[config.mk]
export PLATFORM = sky130hd
export DESIGN_NAME = feature_weight_bank
export DESIGN_NICKNAME = d
export VERILOG_FILES = /design/src/rtl/feature_weight_bank.sv
export SDC_FILE = /design/constraint.sdc
export NUM_CORES = 1
export LEC_CHECK = 0
export CAP_MARGIN = 20
export CORE_MARGIN = 2
export CORE_UTILIZATION = 49
export DETAILED_ROUTE_END_ITERATION = 10
export PLACE_DENSITY = 0.71
export SLEW_MARGIN = 5
export SYNTH_ARGS = -nofsm -noshare
export SYNTH_HDL_FRONTEND = slang
export SYNTH_SLANG_ARGS = --single-unit
export TNS_END_PERCENT = 5
[constraint.sdc]
create_clock -name clk -period 2.22 [get_ports clk]
set_input_delay 0.444 -clock clk [delete_from_list [all_inputs] [get_ports clk]]
set_output_delay 0.444 -clock clk [all_outputs]
set_load 0.05 [all_outputs]
[src/rtl/feature_weight_bank.sv]
`timescale 1ns/1ps
// feature_weight_bank
// Double-buffered store of signed convolution weights for NUM_FEATURES filters,
// each NUM_CHANNELS x KERNEL_SIZE x KERNEL_SIZE. Weights are streamed into the
// shadow bank one feature at a time. The active bank drives every PE in
// parallel through weights_out. A swap exchanges the two banks between layers.
//
// Ports:
//   clk           clock, all state updates on posedge
//   rst           asynchronous active-low reset
//   load_start    one-cycle request to load one feature into the shadow bank
//   load_feature  feature index, sampled with load_start
//   w_valid       weight stream valid
//   w_data        signed weight value
//   w_ready       weight stream ready (high only while loading)
//   swap          exchange active and shadow banks (honoured only when idle)
//   busy          FSM is not idle
//   load_done     one-cycle pulse when a feature load completes
//   load_err      one-cycle pulse after load_start with an out-of-range index
//   shadow_valid  per-feature flag: fully loaded into shadow since last swap
//   active_bank   index of the bank currently driving weights_out
//   weights_out   active-bank weights; element (f,e) at [(f*N_ELEM+e)*W +: W],
//                 with e = c*K*K + row*K + col
module feature_weight_bank #(
  parameter  int KERNEL_SIZE  = 3,
  parameter  int NUM_FEATURES = 10,
  parameter  int NUM_CHANNELS = 1,
  parameter  int WEIGHT_WIDTH = 2,
  localparam int N_ELEM       = NUM_CHANNELS * KERNEL_SIZE * KERNEL_SIZE,
  localparam int FW           = (NUM_FEATURES > 1) ? $clog2(NUM_FEATURES) : 1,
  localparam int CW           = (N_ELEM > 1) ? $clog2(N_ELEM) : 1
) (
  input  logic                                        clk,
  input  logic                                        rst,
  input  logic                                        load_start,
  input  logic [FW-1:0]                               load_feature,
  input  logic                                        w_valid,
  input  logic signed [WEIGHT_WIDTH-1:0]              w_data,
  output logic                                        w_ready,
  input  logic                                        swap,
  output logic                                        busy,
  output logic                                        load_done,
  output logic                                        load_err,
  output logic [NUM_FEATURES-1:0]                     shadow_valid,
  output logic                                        active_bank,
  output logic [NUM_FEATURES*N_ELEM*WEIGHT_WIDTH-1:0] weights_out
);

  typedef enum logic [1:0] {
    S_IDLE,
    S_LOAD,
    S_DONE
  } state_t;

  state_t                        r_state;
  state_t                        w_next_state;
  logic [CW-1:0]                 r_count;
  logic [FW-1:0]                 r_feature;
  logic                          r_active;
  logic [NUM_FEATURES-1:0]       r_shadow_valid;
  logic                          r_load_err;
  logic signed [WEIGHT_WIDTH-1:0] r_bank [2][NUM_FEATURES][N_ELEM];

  logic w_feature_ok;
  logic w_swap_go;
  logic w_start_go;
  logic w_start_bad;
  logic w_beat;
  logic w_last_beat;

  assign w_feature_ok = int'(load_feature) < NUM_FEATURES;
  // Swap wins over a simultaneous load_start; the dropped start raises no error.
  assign w_swap_go    = (r_state == S_IDLE) && swap;
  assign w_start_go   = (r_state == S_IDLE) && !swap && load_start && w_feature_ok;
  assign w_start_bad  = (r_state == S_IDLE) && !swap && load_start && !w_feature_ok;
  // w_ready is high for the whole LOAD state, so a beat is just w_valid there.
  assign w_beat       = (r_state == S_LOAD) && w_valid;
  assign w_last_beat  = w_beat && (r_count == CW'(N_ELEM - 1));

  // ---------------------------------------------------------------------------
  // FSM: state register
  // ---------------------------------------------------------------------------
  // NOTE: sequential state uses non-blocking (<=) so every flop samples the
  // pre-edge values regardless of block ordering.
  always_ff @(posedge clk or negedge rst) begin
    if (!rst) r_state <= S_IDLE;
    else      r_state <= w_next_state;
  end

  // ---------------------------------------------------------------------------
  // FSM: next-state logic
  // ---------------------------------------------------------------------------
  // NOTE: every combinational output gets a default at the top of the block so
  // no path leaves it unassigned, which would otherwise infer a latch.
  always_comb begin
    w_next_state = r_state;
    case (r_state)
      S_IDLE:  if (w_start_go)  w_next_state = S_LOAD;
      S_LOAD:  if (w_last_beat) w_next_state = S_DONE;
      S_DONE:                   w_next_state = S_IDLE;
      default:                  w_next_state = S_IDLE;
    endcase
  end

  // ---------------------------------------------------------------------------
  // FSM: outputs
  // ---------------------------------------------------------------------------
  always_comb begin
    w_ready   = 1'b0;
    busy      = 1'b0;
    load_done = 1'b0;
    case (r_state)
      S_LOAD: begin
        w_ready = 1'b1;
        busy    = 1'b1;
      end
      S_DONE: begin
        busy      = 1'b1;
        load_done = 1'b1;
      end
      default: ;
    endcase
  end

  // ---------------------------------------------------------------------------
  // Control registers
  // ---------------------------------------------------------------------------
  always_ff @(posedge clk or negedge rst) begin
    if (!rst) begin
      r_count        <= '0;
      r_feature      <= '0;
      r_active       <= 1'b0;
      r_shadow_valid <= '0;
      r_load_err     <= 1'b0;
    end else begin
      r_load_err <= w_start_bad;

      if (w_start_go) begin
        r_feature <= load_feature;
        r_count   <= '0;
      end else if (w_beat) begin
        r_count <= w_last_beat ? '0 : r_count + 1'b1;
      end

      // A swap hands the freshly loaded set to compute; nothing in the new
      // shadow bank counts as loaded yet, even though its old contents remain.
      if (w_swap_go) begin
        r_active       <= ~r_active;
        r_shadow_valid <= '0;
      end else if (r_state == S_DONE) begin
        r_shadow_valid[r_feature] <= 1'b1;
      end
    end
  end

  // ---------------------------------------------------------------------------
  // Weight storage: only the shadow bank (~r_active) is ever written.
  // ---------------------------------------------------------------------------
  // NOTE: the banks are register arrays, not RAM macros, and reset must wipe
  // any partially loaded filter, so they take the asynchronous reset too.
  always_ff @(posedge clk or negedge rst) begin
    if (!rst) begin
      for (int b = 0; b < 2; b++)
        for (int f = 0; f < NUM_FEATURES; f++)
          for (int e = 0; e < N_ELEM; e++)
            r_bank[b][f][e] <= '0;
    end else if (w_beat) begin
      r_bank[~r_active][r_feature][r_count] <= w_data;
    end
  end

  // ---------------------------------------------------------------------------
  // Flat, combinational view of the active bank
  // ---------------------------------------------------------------------------
  always_comb begin
    weights_out = '0;
    for (int f = 0; f < NUM_FEATURES; f++)
      for (int e = 0; e < N_ELEM; e++)
        weights_out[(f*N_ELEM + e)*WEIGHT_WIDTH +: WEIGHT_WIDTH] = r_bank[r_active][f][e];
  end

  assign shadow_valid = r_shadow_valid;
  assign active_bank  = r_active;
  assign load_err     = r_load_err;

endmodule

* Yosys cells after proc, flatten, opt, wreduce, memory -nomap -nowiden
Cells that the tools add are included.
** Storage, ports and cells
- Word-level logic and storage cells :: 249
- Bits in registers :: 382
- Output and inout port bits :: 195
** Operators by class
- Order comparisons :: 10
- Bitwise gates (word level) :: 6
- Multiplexer cells :: 23
- Equal/unequal tests :: 5
- Reduce and logical (&&, ||, !) cells :: 18
- Add/sub/neg operators :: 1
** Operators with widths (number)
- $mux 180 :: 4
- $bwmux 360 :: 1
- $demux 180 s1 :: 1
- $demux 18 s4 :: 1
- $mux 10 :: 2
- $mux 18 :: 1
- $mux 4 :: 3
- $logic_and 1x1->1 :: 11
- $ge 5x5->1 const B :: 2
- $lt 5x1->1 const B :: 2
- $not 4->5 :: 2
- $or 10x10->10 :: 1
- $demux 2 s4 :: 1
- $mux 2 :: 3
- $lt 4x5->1 const B :: 1
- $add 4x1->4 const B :: 1
- $demux 1 s4 :: 1
- $eq 4x4->1 const B :: 1
- $ge 2x2->1 const B :: 2
- $ge 4x1->1 const B :: 1
- $lt 4x4->1 const B :: 1
- $mux 1 :: 4
- $ne 2x2->1 const B :: 2
- $not 1->2 :: 2
- other kinds (10) :: 12

* Longest topological paths before layout
- Depth after elaboration :: 10
- Mapped depth :: 7

* Worst setup path after synthesis
No wires, ideal clock.
- Path kind :: register to output
- From :: reg r_active, in the netlist active_bank
- To :: out weights_out[100]
- Path buffers :: 4
- Path slack :: -0.332 ns
- Data arrival time :: 2.108 ns
- Stages on the path, launching flop included :: 6
- Cells stage by stage :: dfrtp_1 -> buf_2 -> clkbuf_1 -> clkbuf_1 -> buf_2 -> mux2_2
** Between the ends
- Longest elaborated chain between the ends :: 4
** Ends and longest elaborated chain
- start: declaration :: line 59 : logic r_active;
- start signal: assignment :: line 148 : r_active <= ~r_active;
- $not 1->2 (implied by the code) :: line 179 : weights_out[(f*N_ELEM + e)*WEIGHT_WIDTH +: WEIGHT_WIDTH] = r_bank[r_active][f][e];
- $mux 180 (3 in a row)
- end: declaration :: line 46 : output logic [NUM_FEATURES*N_ELEM*WEIGHT_WIDTH-1:0] weights_out
No other way between the ends. The select of a mux whose other input is x is not followed.

* Worst setup path after layout
- From :: reg r_active, in the netlist active_bank
- To :: out weights_out[160]
The elaborated chain is that of the path after synthesis.

==> impl_metrics.tcl <==
set metrics [dict create \
    critical_path_class "reg2out" \
    fin_crit_ns 2.41 \
    crit_path_top_delay_cell "dfrtp_4" \
    slew_headroom_pct 60.4 \
    fin_crit_sh_pct 109 \
    nets 1598 \
    place_ws_ns -0.155 \
    portBuffers 205 \
    power_leakage_nw 11.9 \
    grt_pass1_vias 12500 \
    violations "negative setup slack" \
    ys_ff_latch 382 \
    coreArea_sq_mm 0.0367 \
    drv_slew 0 \
    first_pass_iters 5 \
    htree_num_levels 2 \
    arrival_ns 1.97 \
    wire_per_inst_microns 24.2 \
    max_stage_delay_ns 0.51 \
    ant_nets 0 \
    vdd_drop_max_mv 1.40 \
    clk_latency_ns 0.54 \
    synthCells 1334 \
    crit_path_end_kind "output port" \
    clock_skew_ns 0.0121 \
    rsz0062_at_grt "true" \
    drtIter0Drc 642 \
    dieArea_sq_mm 0.0390 \
    cts_max_path_buffers 3 \
    initial_core_util_pct 50.0 \
    layout-drive-gt1-share_pct 61.2 \
    hpwl_mm 32.4 \
    syn_avg_cell_area_sq_um 13.7 \
    grt_max_degree 72 \
    crit_family "buffers and inverters" \
    finalWeightedCongestion 0.814 \
    finalPower_mw 24.7 \
    path_cells "buf_6, buf_12, buf_16, mux2_4, buf_12" \
    vias 11911 \
    io_pins 206 \
    clk_pin_slew_ns 0.06 \
    hold_viol 0 \
    utilization_pct 64.4 \
    layout_setup_ws_ns -0.189 \
    min_path_type "in2reg" \
    clock.fmax_mhz 415 \
    drc 0 \
    cts_tree "built" \
    ys_types 42 \
    track_usage_pct 26.1 \
    clock_sinks 382 \
    cts_made_buffers 42 \
    cts_root_buf "clkbuf_16" \
    viasPerCell 5.73 \
    cp-start-kind "flip-flop" \
    final-setup-viol-count 180 \
    ys_warn_count 0 \
    fin_hold_ws_ns 0.444 \
    antenna_found_initial 0 \
    syn_nets 1354 \
    cpMostUsedCell "buf_12" \
    die_w_microns 197 \
    grt_first_pass_wirelength_mm 77.0 \
    tightestPinTransition_ns 0.593 \
    rows 70 \
    setup-tns-final_ns -20.96 \
    grt.overflow.total 0 \
    max-cap-violations 0 \
    die_h_microns 197 \
    wl_mm 50.4 \
    crit_required_ns 1.78 \
    worst-path-buf-inv 4 \
    syn2layout_area_growth_pct 28.9 \
    diodes 0 \
    worstPathMaxFanout 7 \
    ys_seq_area_share_pct 52.1 \
    power_density_mw_per_mm2 1040 \
    syn-cell-area_sq_mm 0.0183 \
    status "finished with violations" \
]
[final cells by class]
cell class | instances | area [sq um]
Fill cell | 2728 | 13100
Sequential cell | 382 | 9560
Multi-Input combinational cell | 821 | 8470
Timing Repair Buffer | 327 | 3650
Clock buffer | 66 | 1310
Tap cell | 468 | 586
Clock inverter | 9 | 48.8
Inverter | 4 | 15.0
[synthesized netlist by cell type]
library cell / count / area (sq um)
and4bb_2: 4 / 50.1
nor3_1: 99 / 495
buf_4: 1 / 7.51
nor2b_1: 3 / 18.8
buf_6: 4 / 45.0
inv_1: 4 / 15.0
or4b_1: 4 / 40.0
a221oi_1: 1 / 8.76
buf_1: 5 / 18.8
buf_8: 3 / 45.0
nor4_2: 1 / 12.5
dfrtp_1: 382 / 9560
buf_2: 34 / 170
xor2_1: 1 / 8.76
a31oi_1: 1 / 6.26
nand2_1: 7 / 26.3
and3b_1: 2 / 17.5
mux2_1: 17 / 191
nand4bb_1: 5 / 56.3
nor3_2: 10 / 100
a21oi_1: 13 / 65.1
nor4b_2: 4 / 60.1
nor2_1: 12 / 45.0
clkbuf_1: 80 / 300
nand4b_1: 4 / 35.0
or3_1: 1 / 6.26
and4b_1: 1 / 10.0
nor3b_1: 1 / 7.51
ha_1: 9 / 113
nand3b_1: 5 / 37.5
and2_1: 1 / 6.26
mux2i_1: 1 / 10.0
mux2_2: 528 / 5950
o2111ai_1: 1 / 8.76
o22a_1: 1 / 8.76
nor4bb_1: 1 / 10.0
nand3_1: 45 / 225
nand2b_1: 4 / 25.0
o21ai_0: 1 / 5.00
nor3_4: 31 / 504
or4_1: 1 / 7.51
o211a_1: 1 / 10.0
[logic make-up after synthesis]
| kind of cell | Yosys count | share of synthesized area [%] |
|---|---|---|
| compound gates | 19 | 0.614 |
| xor+xnor | 1 | 0.0478 |
| fa+ha+maj | 9 | 0.614 |
| buf+inv | 131 | 3.28 |
| flops | 382 | 52.1 |
| mux | 546 | 33.5 |
| simple gates | 246 | 9.80 |
[cells in the final DEF, fill, tap and decap left out, types with 10 or more instances in the layout]
master,count
a21oi_1,13
buf_12,33
buf_4,120
buf_6,143
clkbuf_1,11
clkbuf_16,46
clkbuf_8,10
dfrtp_1,381
mux2_1,17
mux2_2,493
mux2_4,35
nand3_1,44
nor2_1,12
nor3_1,79
nor3_2,30
nor3_4,31
[sequential cells by signal (all words and copies together), names as in the netlist]
| name | cells |
|---|---|
| r_bank | 360 |
| shadow_valid | 10 |
| r_count | 4 |
| r_feature | 4 |
| r_state | 2 |
| active_bank | 1 |
| load_err | 1 |
[routing by layer]
layer	global-route usage, %	part of all wire (%)	vias to the layer above
met5	0	0	-
met4	6.57	2.1	0
met3	4.25	4.5	73
met2	40.8	47	316
met1	38.1	47	6199
li1	-	-	5323
[worst paths after layout]
check,from,to,slack (ns),cells past startpoint
worst min-delay path,w_data[1],r_bank[57],0.44,2
worst max-delay path,active_bank,weights_out[160],-0.19,5
worst max register to register,r_count[0],r_bank[305],0.04,6
min in group asynchronous,rst,r_bank[282],0.46,2
worst min register to register,r_bank[333],r_bank[333],0.49,1
max in group asynchronous,rst,r_bank[245],1.03,3
[through the flow]
stage	instance area (sq um)	cells
2_1_floorplan	18300	1334
3_3_place_gp	21100	1987
3_5_place_dp	21100	1987
4_1_cts	23400	2077
5_1_grt	23600	2077
6_report	23600	2077
[power breakdown]
group	switching, mW	internal [mW]	total, mW
sequential	0.615	7.73	8.34
clock	2.79	4.03	6.81
combinational	5.71	3.83	9.53
total	9.11	15.6	24.7
[what timing repair did]
item	4_1_cts	5_1_grt
hold buffers	1	0
gates resized for setup	186	53
setup endpoints to repair	222	244
cloned	6	1
hold endpoints to repair	50	0
setup buffers	8	0
Power figures use the tool's default switching activity.
